## src/rtl/alu_serial_engine_if.sv

```systemverilog
`default_nettype none
// ============================================================================
//  Module      : alu_serial_engine_if
//  Description : Handshake and operand/result bundle between a control unit
//                (master) and the bit-serial ALU engine (slave).
//                  start, alu_op, a, b         master -> engine
//                  busy, done, result, zero,
//                  overflow, carry_out         engine -> master
//  Revision    : 1.0  initial release
// ============================================================================
interface alu_serial_engine_if #(
    parameter int WIDTH = 24
);
    logic             start;
    logic [2:0]       alu_op;
    logic [WIDTH-1:0] a;
    logic [WIDTH-1:0] b;
    logic             busy;
    logic             done;
    logic [WIDTH-1:0] result;
    logic             zero;
    logic             overflow;
    logic             carry_out;

    modport master (
        output start, alu_op, a, b,
        input  busy, done, result, zero, overflow, carry_out
    );

    modport slave (
        input  start, alu_op, a, b,
        output busy, done, result, zero, overflow, carry_out
    );
endinterface
`default_nettype wire

```

## src/rtl/alu_serial_engine.sv

```systemverilog
`default_nettype none
// ============================================================================
//  Module      : alu_serial_engine
//  Description : Bit-serial ALU. Processes one bit-slice per clock
//                (AND / OR / ADD / LESS) with the ripple carry held in a flop,
//                then assembles the word and its flags.
//  Ports       : clk    rising-edge clock
//                rst_n  asynchronous active-low reset
//                bus    alu_serial_engine_if.slave
//                       start/alu_op/a/b in; busy/done/result/zero/
//                       overflow/carry_out out
//  Revision    : 1.0  initial release
// ============================================================================
module alu_serial_engine #(
    parameter int WIDTH = 24
) (
    input  wire logic          clk,
    input  wire logic          rst_n,
    alu_serial_engine_if.slave bus
);
    localparam int CNT_W = $clog2(WIDTH);

    localparam logic [1:0] S_IDLE = 2'd0;
    localparam logic [1:0] S_RUN  = 2'd1;
    localparam logic [1:0] S_DONE = 2'd2;

    localparam logic [1:0] c_SEL_AND  = 2'b00;
    localparam logic [1:0] c_SEL_OR   = 2'b01;
    localparam logic [1:0] c_SEL_ADD  = 2'b10;

    localparam logic [CNT_W-1:0] c_LAST_IDX = CNT_W'(WIDTH - 1);

    logic [1:0]       r_state;
    logic [WIDTH-1:0] r_a;
    logic [WIDTH-1:0] r_b;
    logic [2:0]       r_op;
    logic             r_carry;
    logic [CNT_W-1:0] r_idx;
    // Holds slices 0..WIDTH-2; the MSB slice is merged in directly on the
    // final edge, so one fewer flop than the word width is needed.
    logic [WIDTH-2:0] r_shift;
    logic [WIDTH-1:0] r_result;
    logic             r_zero;
    logic             r_ovf;
    logic             r_cout;

    logic             w_ai;
    logic             w_bi;
    logic             w_sum;
    logic             w_cnext;
    logic             w_ri;
    logic             w_arith;
    logic             w_last;
    logic             w_ovf;
    logic             w_set;
    logic [WIDTH-2:0] w_shift_nxt;
    logic [WIDTH-1:0] w_word;

    // ------------------------------------------------------------------
    // Current bit-slice
    // ------------------------------------------------------------------
    always_comb begin
        w_ai    = r_a[r_idx];
        w_bi    = r_b[r_idx] ^ r_op[2];
        w_sum   = w_ai ^ w_bi ^ r_carry;
        w_cnext = (w_ai & w_bi) | (w_ai & r_carry) | (w_bi & r_carry);
        w_arith = r_op[1];
        w_last  = (r_idx == c_LAST_IDX);
        // Only meaningful on the MSB slice: r_carry is the carry into it.
        w_ovf   = r_carry ^ w_cnext;
        w_set   = w_sum ^ w_ovf;

        case (r_op[1:0])
            c_SEL_AND: w_ri = w_ai & w_bi;
            c_SEL_OR:  w_ri = w_ai | w_bi;
            c_SEL_ADD: w_ri = w_sum;
            default:   w_ri = 1'b0;   // LESS word is built from w_set
        endcase
    end

    generate
        if (WIDTH > 2) begin : g_shift_wide
            assign w_shift_nxt = {w_ri, r_shift[WIDTH-2:1]};
        end else begin : g_shift_narrow
            assign w_shift_nxt = w_ri;
        end
    endgenerate

    always_comb begin
        if (r_op[1:0] == 2'b11) begin
            w_word = {{(WIDTH-1){1'b0}}, w_set};
        end else begin
            w_word = {w_ri, r_shift};
        end
    end

    // ------------------------------------------------------------------
    // Sequencer
    // ------------------------------------------------------------------
    always_ff @(posedge clk or negedge rst_n) begin
        if (!rst_n) begin
            r_state  <= S_IDLE;
            r_a      <= '0;
            r_b      <= '0;
            r_op     <= '0;
            r_carry  <= 1'b0;
            r_idx    <= '0;
            r_shift  <= '0;
            r_result <= '0;
            r_zero   <= 1'b0;
            r_ovf    <= 1'b0;
            r_cout   <= 1'b0;
        end else begin
            case (r_state)
                S_IDLE: begin
                    if (bus.start) begin
                        r_a     <= bus.a;
                        r_b     <= bus.b;
                        r_op    <= bus.alu_op;
                        // bnegate doubles as the carry-in for subtraction
                        r_carry <= bus.alu_op[2];
                        r_idx   <= '0;
                        r_shift <= '0;
                        r_state <= S_RUN;
                    end
                end
                S_RUN: begin
                    r_shift <= w_shift_nxt;
                    r_idx   <= r_idx + CNT_W'(1);
                    if (w_arith) begin
                        r_carry <= w_cnext;
                    end
                    if (w_last) begin
                        r_result <= w_word;
                        r_zero   <= (w_word == '0);
                        r_ovf    <= w_arith & w_ovf;
                        r_cout   <= w_arith & w_cnext;
                        r_state  <= S_DONE;
                    end
                end
                S_DONE: begin
                    r_state <= S_IDLE;
                end
                default: begin
                    r_state <= S_IDLE;
                end
            endcase
        end
    end

    assign bus.busy      = (r_state != S_IDLE);
    assign bus.done      = (r_state == S_DONE);
    assign bus.result    = r_result;
    assign bus.zero      = r_zero;
    assign bus.overflow  = r_ovf;
    assign bus.carry_out = r_cout;

endmodule
`default_nettype wire
```

## src/flat_wrapper.sv

```systemverilog
// flat-port wrapper written by rule: the top's interface ports become plain ports
module alu_serial_engine_flat 
#(
    parameter int WIDTH = 24
)
  (clk, rst_n, bus_start, bus_alu_op, bus_a, bus_b, bus_busy, bus_done, bus_result, bus_zero, bus_overflow, bus_carry_out);
  alu_serial_engine_if #(.WIDTH(WIDTH)) bus_i ();
  input  wire logic clk;
  input  wire logic rst_n;
  input wire logic [$bits(bus_i.start)-1:0] bus_start;
  input wire logic [$bits(bus_i.alu_op)-1:0] bus_alu_op;
  input wire logic [$bits(bus_i.a)-1:0] bus_a;
  input wire logic [$bits(bus_i.b)-1:0] bus_b;
  output wire logic [$bits(bus_i.busy)-1:0] bus_busy;
  output wire logic [$bits(bus_i.done)-1:0] bus_done;
  output wire logic [$bits(bus_i.result)-1:0] bus_result;
  output wire logic [$bits(bus_i.zero)-1:0] bus_zero;
  output wire logic [$bits(bus_i.overflow)-1:0] bus_overflow;
  output wire logic [$bits(bus_i.carry_out)-1:0] bus_carry_out;
  assign bus_i.start = bus_start;
  assign bus_i.alu_op = bus_alu_op;
  assign bus_i.a = bus_a;
  assign bus_i.b = bus_b;
  assign bus_busy = bus_i.busy;
  assign bus_done = bus_i.done;
  assign bus_result = bus_i.result;
  assign bus_zero = bus_i.zero;
  assign bus_overflow = bus_i.overflow;
  assign bus_carry_out = bus_i.carry_out;
  alu_serial_engine #(.WIDTH(WIDTH)) u_core (.clk(clk), .rst_n(rst_n), .bus(bus_i));
endmodule
```

## config.mk

```make
export PLATFORM = sky130hd
export DESIGN_NAME = alu_serial_engine_flat
export DESIGN_NICKNAME = d
export VERILOG_FILES = /design/src/rtl/alu_serial_engine_if.sv /design/src/rtl/alu_serial_engine.sv /design/src/flat_wrapper.sv
export SDC_FILE = /design/constraint.sdc
export NUM_CORES = 1
export LEC_CHECK = 0
export BUFFER_PORTS_ARGS = -buffer_cell sky130_fd_sc_hd__buf_2
export CAP_MARGIN = 20
export CORE_ASPECT_RATIO = 1.4
export CORE_UTILIZATION = 41
export DETAILED_ROUTE_END_ITERATION = 6
export PLACE_DENSITY = 0.76
export SYNTH_ARGS = -nofsm -noshare
export SYNTH_HDL_FRONTEND = slang
export SYNTH_SLANG_ARGS = --single-unit
```

## constraint.sdc

```tcl
create_clock -name clk -period 3.1 [get_ports clk]
set_input_delay 0.155 -clock clk [delete_from_list [all_inputs] [get_ports clk]]
set_output_delay 0.155 -clock clk [all_outputs]
set_load 0.02 [all_outputs]
```

==> metrics.txt <==
area share of the largest cell type after synthesis 56.3%; Post-Synth Simple-Gate Area 26.2%; flops & latches, synth 109; Max-slew headroom 34.6%; kind of end point of the critical path register; area of the core 11400 um^2; Wirelength per Cell 14.2 um; clk sink count 109; Via density 5.06; fraction of registers with async set or reset after synthesis 100%; Hold Crit Class input pin to register; clk buf depth 2; fraction of layout cells with a size suffix above 1 20.0%; Setup TNS 0 ps; largest net degree at the start of global routing 56; Area contributors post-synth dfrtp_1 56%, nand2_1 20%, o21ai_0 3.6%; Post-synth EDFFs 0; clock-pin slew on the worst setup and hold paths 70 ps; H-tree depth 3; Post-synth top flop dfrtp_1; Clock Skew 6.01 ps; total CTS buffers 9; Worst path slowest cell mux4_1; Mapped Nets 592; critical path launch point type register; Yosys warnings 0; vias in the first global route 3959; Worst VDD drop 384 uV; top cells by count, synth 260 x nand2_1, 109 x dfrtp_1, 35 x o21ai_0; IO buf count 82; post-CTS setup buffers 0; CTS root buf clkbuf_16; Hold WS 4.92 ps; dpl hpwl 7440 um; initial antenna violation count 0; first-pass GRT wire length 18800 um; Pleak 2.97 nW; Final Hold Fails 0; Final ANT Viol Nets 0; DRC 0; Overflow after GRT 0; Synth area leader dfrtp_1; Adder-Cell Fraction of Synth Area 1.60%; Pwr per Cell Area 992 nW/um^2; main combinational cell family by area after synthesis simple AND/OR/NAND/NOR gates; Max Fclk 349 MHz; Die Area 12300 um^2; DRT iter0 DRCs 170; XOR/XNOR Fraction of Synth Area 0.723%; fin. max-slew vios 0; Boundary Pins 83; Distinct cells, synth 35; status complete, no violations; GP Congestion 0.813; Synth Area in Compound Gates 5.14%; crit-path cells buf_4 > mux4_1 > nor2_1 > o211ai_2 > xor2_2 > fa_1 > mux2_2 > o21ai_1 > nand2_1 > o21ai_0; Setup violations, final 0; Die X 93.9 um; Layout area overhead 23.3%; delay of the slowest critical-path stage 560 ps; RSZ-0062 raised after global routing false; Avg Cell Area, Syn 9.09 um^2; Tightest Pin Transition 977 ps; Mapped Cells 533; fin crit period 2870 ps; mux cell area share after synthesis 6.79%; antenna cell count 0; # rows 46; Synth Cell Area 4850 um^2; WP data required 3370 ps; post-synthesis sequential area ratio 56.3%; GRT Resource Usage Total 19.8%; clk_lat worst skew 350 ps; die height 131 um; DR pass1 iterations 4; Crit Path Class register to register; NumNets Final 690; Post-Route WL 11000 um; most frequent cell after synthesis nand2_1; r2r setup slk 230 ps; Crit path arrival time 3140 ps; via count 3945; MaxCap Viol Count 0; CTS tree done; Starting Density 42.5%; post-route clock period utilization 92.5%; CP Max Fanout 13
[metal layers]
metal	vias up	track usage, %	part of all wire [%]
met4	0	6.06	1.7
met3	16	3.59	5.1
met1	1886	24.6	41
met2	123	35.0	52
li1	1920	-	-
met5	-	0	0
[layout make-up]
class	count	area [um^2]
fill	1032	5420
sequential	109	2730
multi-input combinational	386	1970
timing repair buffer	121	790
clock buffer	10	239
tap	144	180
clock inverter	6	46.3
inverter	4	15.0
[what timing repair did]
item                                   CTS  global route
setup endpoints to repair                0             3
endpoints found under the hold margin   79             0
resized for setup                        0             4
hold buffers                            27             0
[worst max-delay path: cells and delay by family (launching register included)]
kind / cells / cell delay (ps)
AOI/OAI and AO/OA: 3 / 470
adders and majority gates: 1 / 460
DFF: 1 / 400
xor gates and xnor gates: 1 / 180
and+or+nand+nor: 2 / 200
buffers and inverters: 1 / 250
muxes: 2 / 830
[cell usage in the layout (no fill, tap or decap), types with 2 or more instances in the layout]
master and n:
buf_2 81, buf_4 11, clkbuf_16 9, clkinvlp_4 2, dfrtp_1 108, dlygate4sd3_1 27, fa_1 2, ha_1 3
inv_1 4, inv_6 2, mux2_2 2, mux2i_1 7, mux4_1 3, mux4_2 7, nand2_1 259, nand3_1 32
nand4_1 2, nor2_1 7, nor2b_1 3, nor4_1 5, o21ai_0 34, xnor2_1 2
[through the flow]
stage	worst slack (ps)	utilization (%)	cells	power, mW	instance area [um^2]
4_1_cts	42.9	52.2	779	5.94	5950
5_1_grt	32.4	52.4	780	6.41	5970
3_5_place_dp	49.0	47.3	736	4.79	5390
2_1_floorplan	168	-	533	4.08	4850
3_3_place_gp	196	47.3	736	4.66	5390
6_report	234	52.4	780	5.93	5970
[cell families after synthesis]
family / count (synthesis)
simple gates: 315
fa+ha+maj: 5
xor+xnor: 4
mux: 19
flops: 109
compound gates: 43
buf+inv: 38
[sequential cells by signal, summed over array words and instances (netlist names)]
name and flops:
u_core.r_b 24, u_core.r_a 24, u_core.bus.carry_out 1, u_core.r_op 3, u_core.r_carry 1, u_core.r_state 2, u_core.bus.result 24, u_core.bus.overflow 1
u_core.r_idx 5, u_core.bus.zero 1, u_core.r_shift 23
[power breakdown]
part / leakage (nW) / total (mW) / internal (mW) / switching (mW)
sequential: 1.32 / 2.55 / 2.06 / 0.497
combinational: 1.52 / 2.27 / 0.997 / 1.28
clock: 0.135 / 1.10 / 0.573 / 0.528
total: 2.97 / 5.93 / 3.63 / 2.30
[final timing paths]
kind | start | endpoint | depth (start not counted)
setup / recovery | u_core.r_idx[1]$_DFFE_PN0P_ | u_core.bus.zero$_DFFE_PN0P_ | 10
hold / removal | bus_a[22] | u_core.r_a[22]$_DFFE_PN0P_ | 3
setup reg to reg | u_core.r_idx[1]$_DFFE_PN0P_ | u_core.bus.zero$_DFFE_PN0P_ | 10
hold reg to reg | u_core.bus.result[18]$_DFFE_PN0P_ | u_core.bus.result[18]$_DFFE_PN0P_ | 2
max in group asynchronous | rst_n | u_core.r_idx[0]$_DFFE_PN0P_ | 3
min in group asynchronous | rst_n | u_core.bus.result[19]$_DFFE_PN0P_ | 2
Power figures use the tool's default switching activity.
